File: src/rtl/cpu_pipe_pkg.sv
// Shared pipeline-control definitions for the CPU hazard logic.
// Contents:
//   REG_AW_DEF  - default register address width
//   hz_state_e  - load-use stall FSM encoding (IDLE / STALL)
//   hz_ctrl_t   - hazard-control output bundle
//   HZ_CTRL_RST - bundle value for reset and for normal flow
package cpu_pipe_pkg;

  localparam int unsigned REG_AW_DEF = 3;

  typedef enum logic {
    IDLE  = 1'b0,
    STALL = 1'b1
  } hz_state_e;

  typedef struct packed {
    logic hazard;
    logic PCwrite;
    logic IF_IDwrite;
    logic IF_ID_flush;
    logic ID_EX_flush;
  } hz_ctrl_t;

  // Pipeline flows freely, nothing squashed.
  localparam hz_ctrl_t HZ_CTRL_RST = '{
    hazard:      1'b0,
    PCwrite:     1'b1,
    IF_IDwrite:  1'b1,
    IF_ID_flush: 1'b0,
    ID_EX_flush: 1'b0
  };

endpackage

File: src/rtl/sat_counter.sv
// Saturating up-counter.
// Ports:
//   clk   - clock, rising edge
//   rst_n - synchronous active-low reset, clears count
//   inc   - increment request for this cycle
//   count - current value; holds at all-ones instead of wrapping
module sat_counter #(
  parameter int unsigned W = 16
) (
  input  logic         clk,
  input  logic         rst_n,
  input  logic         inc,
  output logic [W-1:0] count
);

  logic [W-1:0] count_q;

  always_ff @(posedge clk) begin
    if (!rst_n) begin
      count_q <= '0;
    end else if (inc && (count_q != '1)) begin
      count_q <= count_q + 1'b1;
    end
  end

  assign count = count_q;

endmodule

File: src/rtl/hazard_stall_ctrl.sv
// Load-use hazard / stall controller sitting between ID and EX.
// Detects a load in EX whose destination is read by the instruction in ID and
// holds PC and IF/ID for LU_STALL cycles while bubbling ID/EX. Taken branches
// flush IF/ID and ID/EX and abort any stall; mem_wait freezes everything.
// Ports:
//   clk, rst_n             - clock and synchronous active-low reset
//   EX_memread, EX_rt      - load in EX and its destination register
//   ID_rs, ID_rt           - ID source registers
//   ID_rs_used, ID_rt_used - ID instruction actually reads that operand
//   branch_taken           - EX resolved a taken branch/jump
//   mem_wait               - data memory busy, freeze pipeline
//   hazard                 - bubble into ID/EX
//   PCwrite, IF_IDwrite    - PC and IF/ID write enables
//   IF_ID_flush, ID_EX_flush - squash IF/ID and ID/EX
//   stall_cnt              - saturating count of stalled cycles
module hazard_stall_ctrl
  import cpu_pipe_pkg::*;
#(
  parameter int unsigned REG_AW    = REG_AW_DEF,
  parameter int unsigned LU_STALL  = 1,
  parameter bit          IGNORE_R0 = 1'b0,
  parameter int unsigned CNT_W     = 16
) (
  input  logic              clk,
  input  logic              rst_n,
  input  logic              EX_memread,
  input  logic [REG_AW-1:0] EX_rt,
  input  logic [REG_AW-1:0] ID_rs,
  input  logic [REG_AW-1:0] ID_rt,
  input  logic              ID_rs_used,
  input  logic              ID_rt_used,
  input  logic              branch_taken,
  input  logic              mem_wait,
  output logic              hazard,
  output logic              PCwrite,
  output logic              IF_IDwrite,
  output logic              IF_ID_flush,
  output logic              ID_EX_flush,
  output logic [CNT_W-1:0]  stall_cnt
);

  // The first stall cycle is spent in IDLE, so STALL covers LU_STALL-1 cycles.
  localparam logic [3:0] REM_INIT = (LU_STALL > 1) ? 4'(LU_STALL - 2) : 4'd0;

  hz_state_e state_q, state_d;
  logic [3:0] rem_q, rem_d;
  hz_ctrl_t  ctrl;
  logic      stall_inc;
  logic      lu_hit;
  logic      r0_ok;

  assign r0_ok  = !IGNORE_R0 || (EX_rt != '0);
  assign lu_hit = EX_memread && r0_ok &&
                  ((ID_rs_used && (ID_rs == EX_rt)) || (ID_rt_used && (ID_rt == EX_rt)));

  // Outputs: mem_wait > branch_taken > STALL hold > lu_hit.
  always_comb begin
    ctrl      = HZ_CTRL_RST;
    stall_inc = 1'b0;
    if (!rst_n) begin
      ctrl = HZ_CTRL_RST;
    end else if (mem_wait) begin
      ctrl.PCwrite    = 1'b0;
      ctrl.IF_IDwrite = 1'b0;
      stall_inc       = 1'b1;
    end else if (branch_taken) begin
      ctrl.IF_ID_flush = 1'b1;
      ctrl.ID_EX_flush = 1'b1;
    end else if ((state_q == STALL) || lu_hit) begin
      ctrl.hazard     = 1'b1;
      ctrl.PCwrite    = 1'b0;
      ctrl.IF_IDwrite = 1'b0;
      stall_inc       = 1'b1;
    end
  end

  always_comb begin
    state_d = state_q;
    rem_d   = rem_q;
    if (mem_wait) begin
      // EX is frozen and re-presents its branch/load, so hold everything.
      state_d = state_q;
    end else if (branch_taken) begin
      state_d = IDLE;
      rem_d   = 4'd0;
    end else if (state_q == STALL) begin
      if (rem_q == 4'd0) begin
        state_d = IDLE;
      end else begin
        rem_d = rem_q - 4'd1;
      end
    end else if (lu_hit && (LU_STALL > 1)) begin
      state_d = STALL;
      rem_d   = REM_INIT;
    end
  end

  always_ff @(posedge clk) begin
    if (!rst_n) begin
      state_q <= IDLE;
      rem_q   <= 4'd0;
    end else begin
      state_q <= state_d;
      rem_q   <= rem_d;
    end
  end

  sat_counter #(
    .W (CNT_W)
  ) u_stall_cnt (
    .clk   (clk),
    .rst_n (rst_n),
    .inc   (stall_inc),
    .count (stall_cnt)
  );

  assign hazard      = ctrl.hazard;
  assign PCwrite     = ctrl.PCwrite;
  assign IF_IDwrite  = ctrl.IF_IDwrite;
  assign IF_ID_flush = ctrl.IF_ID_flush;
  assign ID_EX_flush = ctrl.ID_EX_flush;

endmodule

File: config.mk
export PLATFORM = sky130hd
export DESIGN_NAME = hazard_stall_ctrl
export DESIGN_NICKNAME = d
export VERILOG_FILES = /design/src/rtl/cpu_pipe_pkg.sv /design/src/rtl/sat_counter.sv /design/src/rtl/hazard_stall_ctrl.sv
export SDC_FILE = /design/constraint.sdc
export NUM_CORES = 1
export LEC_CHECK = 0
export ABC_AREA = 0
export BUFFER_PORTS_ARGS = -buffer_cell sky130_fd_sc_hd__buf_4
export CAP_MARGIN = 20
export CORE_UTILIZATION = 42
export CTS_CLUSTER_DIAMETER = 120
export DETAILED_ROUTE_END_ITERATION = 10
export GPL_TIMING_DRIVEN = 1
export PLACE_DENSITY = 0.7
export SLEW_MARGIN = 20
export SYNTH_ARGS = -nofsm -noshare
export SYNTH_HDL_FRONTEND = slang
export SYNTH_SLANG_ARGS = --single-unit
File: constraint.sdc
create_clock -name clk -period 1.7 [get_ports clk]
set_input_delay 0.34 -clock clk [delete_from_list [all_inputs] [get_ports clk]]
set_output_delay 0.34 -clock clk [all_outputs]
set_load 0.02 [all_outputs]
After elaboration in Yosys (flattened, before gate mapping)
Cells that the tools add are included.

word-level totals
  output and inout port bits = 21
  word-level logic and storage cells = 36
  flip-flop bits (word level) = 21
  input bits = 16

operators by class
  mux-type cells = 17
  reductions and logical operators = 9
  add/sub/neg operators = 2
  equality and inequality tests = 4
  bitwise gates (word level) = 1

operator list
  cell                   count
  $add 16x1->16 const B  1
  $ne 16x16->1 const B   1
  $mux 4                 3
  $mux 1                 8
  $eq 3x3->1             2
  $mux 2                 3
  $mux 3                 2
  $mux 5                 1
  $logic_and 1x1->1      4
  $logic_not 4->1        1
  $sub 4x1->4 const B    1
  $reduce_and 3->1       1
  $logic_or 1x1->1       2
  $ne 2x2->1 const B     1
  $reduce_bool 2->1      1
  $not 1->1              1

Longest topological paths before layout
  word-level depth = 10
  gate-level depth with buffers = 8
  mapped depth without buffers = 8

By module
A second synthesis with hierarchy kept.

second synthesis, totals
  cells, all modules = 153
  area, all modules = 1243.7 um^2

modules (own cells, without submodules)
  module             area each (um^2)  instances  cells an instance  seq. area each (um^2)
  sat_counter        837.1             1          97                 320.3
  hazard_stall_ctrl  406.6             1          56                 100.1

Worst setup path before layout
Ideal clock, no wire load.

  path type = reg-to-reg
  start point = register u_stall_cnt.count_q[2] (netlist: u_stall_cnt.count[2])
  end point = register u_stall_cnt.count_q[1] (netlist: u_stall_cnt.count[1])
  arrival time = 1.695 ns
  clock period less this slack = 1.822 ns
  cell stages (with the launch flop) = 9
  path buffers = 2
  setup slack = -0.122 ns
  required time = 1.572 ns
  setup time = 0.128 ns
  path through = dfxtp_1 > and4_4 > and3_2 > nand3_2 > o31ai_4 > buf_6 > buf_6 > mux2i_1 > nor2_1

between the ends
  word-level cells in the longest chain between the ends = 2

RTL lines
  element                 line               text
  start, declared         sat_counter.sv:16  logic [W-1:0] count_q;
  start signal, assigned  sat_counter.sv:22  count_q <= count_q + 1'b1;
  $ne 16x16->1            sat_counter.sv:21  end else if (inc && (count_q != '1)) begin
  $logic_and 1x1->1       sat_counter.sv:21

Every way passes these cells.
A chain may end at the register's enable or synchronous reset.

Worst setup path in the final report
  start point = register rem_q[0]
  end point = register rem_q[2]

between the ends
  word-level cells in the longest chain between the ends = 4
  elaborated cells on any way between the ends = 7
  classes of those cells = add/sub (1); eq/ne (1); mux (3); reduce/logical (2)

RTL lines
  element                 line                      text
  start, declared         hazard_stall_ctrl.sv:46   logic [3:0] rem_q, rem_d;
  start signal, assigned  hazard_stall_ctrl.sv:104  rem_q <= rem_d;
  $sub 4x1->4             hazard_stall_ctrl.sv:90   rem_d = rem_q - 4'd1;
  $mux 4                  hazard_stall_ctrl.sv:87   if (rem_q == 4'd0) begin
  $mux 4                  hazard_stall_ctrl.sv:86   end else if (state_q == STALL) begin
  $mux 4                  hazard_stall_ctrl.sv:83   end else if (branch_taken) begin

Parallel ways exist; a longest one is shown, timed or not. The select of a mux whose other input is x is not followed.

==> flow_metrics.env <==
export IMPL_synthDominantCellAreaShare_pct=35.3
export IMPL_cts_tree="done"
export IMPL_worstSetupStartpoint="rem_q[0]$_SDFFE_PN0P_"
export IMPL_maxCapViolations=0
export IMPL_worstMarginPinSlew_ps=284
export IMPL_cts_inserted_buffers=3
export IMPL_reg2reg_from="rem_q[0]$_SDFFE_PN0P_"
export IMPL_cp_top_family="simple AND/OR/NAND/NOR gates"
export IMPL_finalNonFillerCells=233
export IMPL_root_buffer="clkbuf_4"
export IMPL_fp_dieH_microns=55.2
export IMPL_h_tree_depth=1
export IMPL_grt_overflow_total=0
export IMPL_die_area_sq_um=3050
export IMPL_yosys_most_used_dff="dfxtp_1"
export IMPL_cp_data_arrival_time_ps=1910
export IMPL_routed_via_density=5.41
export IMPL_synth_async_reset_ratio_pct=0
export IMPL_design_area_sq_um=1850
export IMPL_cpPeakStageDelay_ps=390
export IMPL_ys_types=40
export IMPL_dp_cells=225
export IMPL_dp_hpwl_microns=2230
export IMPL_cp_start_kind="register"
export IMPL_pin_count=37
export IMPL_hold_worst_slack_ps=353
export IMPL_clkTransAtPathRegs_ps=120
export IMPL_n_antenna_cell=0
export IMPL_place_congestion=0.768
export IMPL_regToRegSetupSlack_ps=-20
export IMPL_yosysWarnings=0
export IMPL_wl_per_cell_microns=14.0
export IMPL_reg2reg_to="rem_q[2]$_SDFFE_PN0P_"
export IMPL_synth_xor_area_share_pct=5.15
export IMPL_die_w_microns=55.2
export IMPL_power_density_nw_per_um2=510
export IMPL_slew_viol_final=0
export IMPL_synth_edf_count=0
export IMPL_slew_headroom_pct=80.9
export IMPL_core_sq_um=2570
export IMPL_wirelength_microns=3250
export IMPL_synthesis_nets=162
export IMPL_yosysTopAreaCell="dfxtp_1"
export IMPL_rsz0062_at_grt="true"
export IMPL_synthMuxAreaShare_pct=1.79
export IMPL_path_cells="inv_2 -> ha_2 -> or3b_4 -> and2_4 -> nand3b_1 -> o21ai_1 -> a21oi_1 -> nor2_1"
export IMPL_drt_iter0_drc=37
export IMPL_status="finished, violations left"
export IMPL_grt_max_degree=15
export IMPL_r2r_cells=8
export IMPL_min_period_over_period_pct=101
export IMPL_timing_fmax_ghz=0.581
export IMPL_yosys_top_cells_area="dfxtp_1, a21oi_1, xnor2_1"
export IMPL_clockBufferDepth=2
export IMPL_clk_latency_ps=300
export IMPL_place_area_sq_um=1650
export IMPL_drt_pass1_iter_count=4
export IMPL_syn2layout_area_growth_pct=55.1
export IMPL_fin_skew_ps=10.5
export IMPL_hold_depth=2
export IMPL_final_hold_viol_count=0
export IMPL_fill_cells=208
export IMPL_irDropWorstVdd_v=0.000604
export IMPL_cp_max_fo=6
export IMPL_p_leak_nw=0.772
export IMPL_fin_nets=223
export IMPL_netlist_area_sq_um=1190
export IMPL_synthAdderAreaFrac_pct=3.15
export IMPL_layout_drive_gt1_share_pct=51.7
export IMPL_setup_viol=2
export IMPL_worst_ep_required_time_ps=1890
export IMPL_syn_avg_cell_area_sq_um=8.32
export IMPL_ys_ff_latch=21
export IMPL_start_util_pct=46.3
export IMPL_cp_slowest_cell="or3b_4"
export IMPL_grt_pass1_vias=1183
export IMPL_antenna_left=0
export IMPL_synthCells=143
export IMPL_cts_sinks=21
export IMPL_grt_pass1_wl_microns=5100
export IMPL_cp_buffers_inverters=1
export IMPL_multi_input_area_sq_um=793
export IMPL_failed_checks="setup timing"
export IMPL_drc_errors=0
export IMPL_synth_top_family_by_area="simple AND/OR/NAND/NOR gates"
export IMPL_synth_compound_area_share_pct=20.9
export IMPL_globalRouteTotalUtil_pct=20.2
export IMPL_crit_type="register to register"
export IMPL_seqCellArea_sq_um=440
export IMPL_num_rows=18
export IMPL_yosys_area_share_simple_pct=28.0
export IMPL_num_vias=1261
export IMPL_finalCriticalPeriod_ps=1720
export IMPL_hold_end="u_stall_cnt.count[15]$_SDFFE_PN0P_"
export IMPL_hold_class="input pin to register"
export IMPL_antenna_found_initial=0
export IMPL_fin_ws_ps=-20.9
export IMPL_numPortBuffers=36
export IMPL_synth_seq_area_share_pct=35.3
export IMPL_cp_end_kind="register"
export IMPL_worstHoldStart="rst_n"
## worst max-delay path by stage
stage,endpoint,slack (ps),cells past startpoint
final,rem_q[2]$_SDFFE_PN0P_,-20,8
after CTS,u_stall_cnt.count[5]$_SDFFE_PN0P_,20,7
after global routing,u_stall_cnt.count[5]$_SDFFE_PN0P_,-110,9
after floorplan,u_stall_cnt.count[1]$_SDFFE_PN0P_,1,8
after global placement,u_stall_cnt.count[5]$_SDFFE_PN0P_,-200,8
after detailed placement,u_stall_cnt.count[5]$_SDFFE_PN0P_,-230,8
## stage by stage
step	setup slack (ps)	util, %	total power [W]	setup TNS [ps]
floorplan	1.21	-	0.000599	0
global placement	-195	64.4	0.000674	-1100
detailed placement	-227	64.4	0.000677	-1640
CTS	18.0	68.2	0.000933	0
global route	-114	71.9	0.000990	-849
finish	-20.9	71.9	0.000941	-30.1
## Yosys cell counts, types with 2 or more instances
master	n
buf_4	2
xnor2_1	6
o21ai_0	10
o211ai_1	3
nor2b_1	2
clkbuf_1	2
or3_1	7
buf_6	2
or4_1	2
nand3_1	8
nor3_1	5
nor2_1	8
nand4_1	3
inv_1	6
o31ai_1	5
nand2_1	11
dfxtp_1	21
a21oi_1	13
nand2b_1	4
ha_1	3
## power by group
group | total, W | switching (W) | leakage, nW | internal [W]
clock network | 0.000237 | 0.000146 | 0.0150 | 0.0000915
logic | 0.000203 | 0.0000939 | 0.581 | 0.000109
registers | 0.000500 | 0.00000355 | 0.177 | 0.000497
total | 0.000941 | 0.000243 | 0.772 | 0.000697
## layer usage
layer	vias to the layer above	track usage, %	wire length, microns
li1	641	-	-
met4	0	2.86	0
met2	25	37.2	1780
met1	595	24.3	1360
met5	-	0	0
met3	0	4.45	110
## cell families (layout without fill, tap and decap cells)
| logic type | Yosys count | count (layout) |
|---|---|---|
| simple gates | 60 | 60 |
| compound gates | 38 | 38 |
| flops | 21 | 21 |
| buf+inv | 12 | 72 |
| xor+xnor | 7 | 7 |
| fa+ha+maj | 3 | 3 |
| mux | 2 | 2 |
## sequential cells by signal, summed over array words and instances (netlist names)
name,cells
u_stall_cnt.count,16
rem_q,4
state_q,1
## cell type report
type | instances | share of cell area [%]
Multi-Input combinational cell | 110 | 43.0
Sequential cell | 21 | 23.9
Inverter | 6 | 1.22
Clock buffer | 4 | 1.42
Timing Repair Buffer | 62 | 28.5
Tap cell | 30 | 2.03
## layout by cell type, fill, tap and decap left out, types with 2 or more instances in the layout
cell | synthesis | layout
o21ai_1 | 0 | 3
a21oi_1 | 13 | 12
nand2_1 | 11 | 11
dfxtp_1 | 21 | 7
nor3_1 | 5 | 3
or4_1 | 2 | 2
nand4_1 | 3 | 3
dfxtp_2 | 0 | 13
o21ai_0 | 10 | 7
nand3_1 | 8 | 8
xnor2_2 | 0 | 5
nor2_2 | 0 | 2
buf_6 | 2 | 4
inv_1 | 6 | 4
o31ai_1 | 5 | 5
ha_2 | 0 | 2
buf_4 | 2 | 55
clkbuf_4 | 0 | 3
nor2_1 | 8 | 6
inv_2 | 0 | 2
a21oi_2 | 1 | 2
or3_1 | 7 | 6
o211ai_1 | 3 | 3
nor3_2 | 0 | 2
nand2b_1 | 4 | 3
## repair_timing
| item | CTS | global route |
|---|---|---|
| hold buffers | 0 | 0 |
| cloned | 1 | 0 |
| pin swaps | 5 | 12 |
| setup endpoints to repair | 8 | 14 |
| gates resized for setup | 10 | 25 |
| buffers inserted | 1 | 2 |
(Power assumes the default switching activity.)
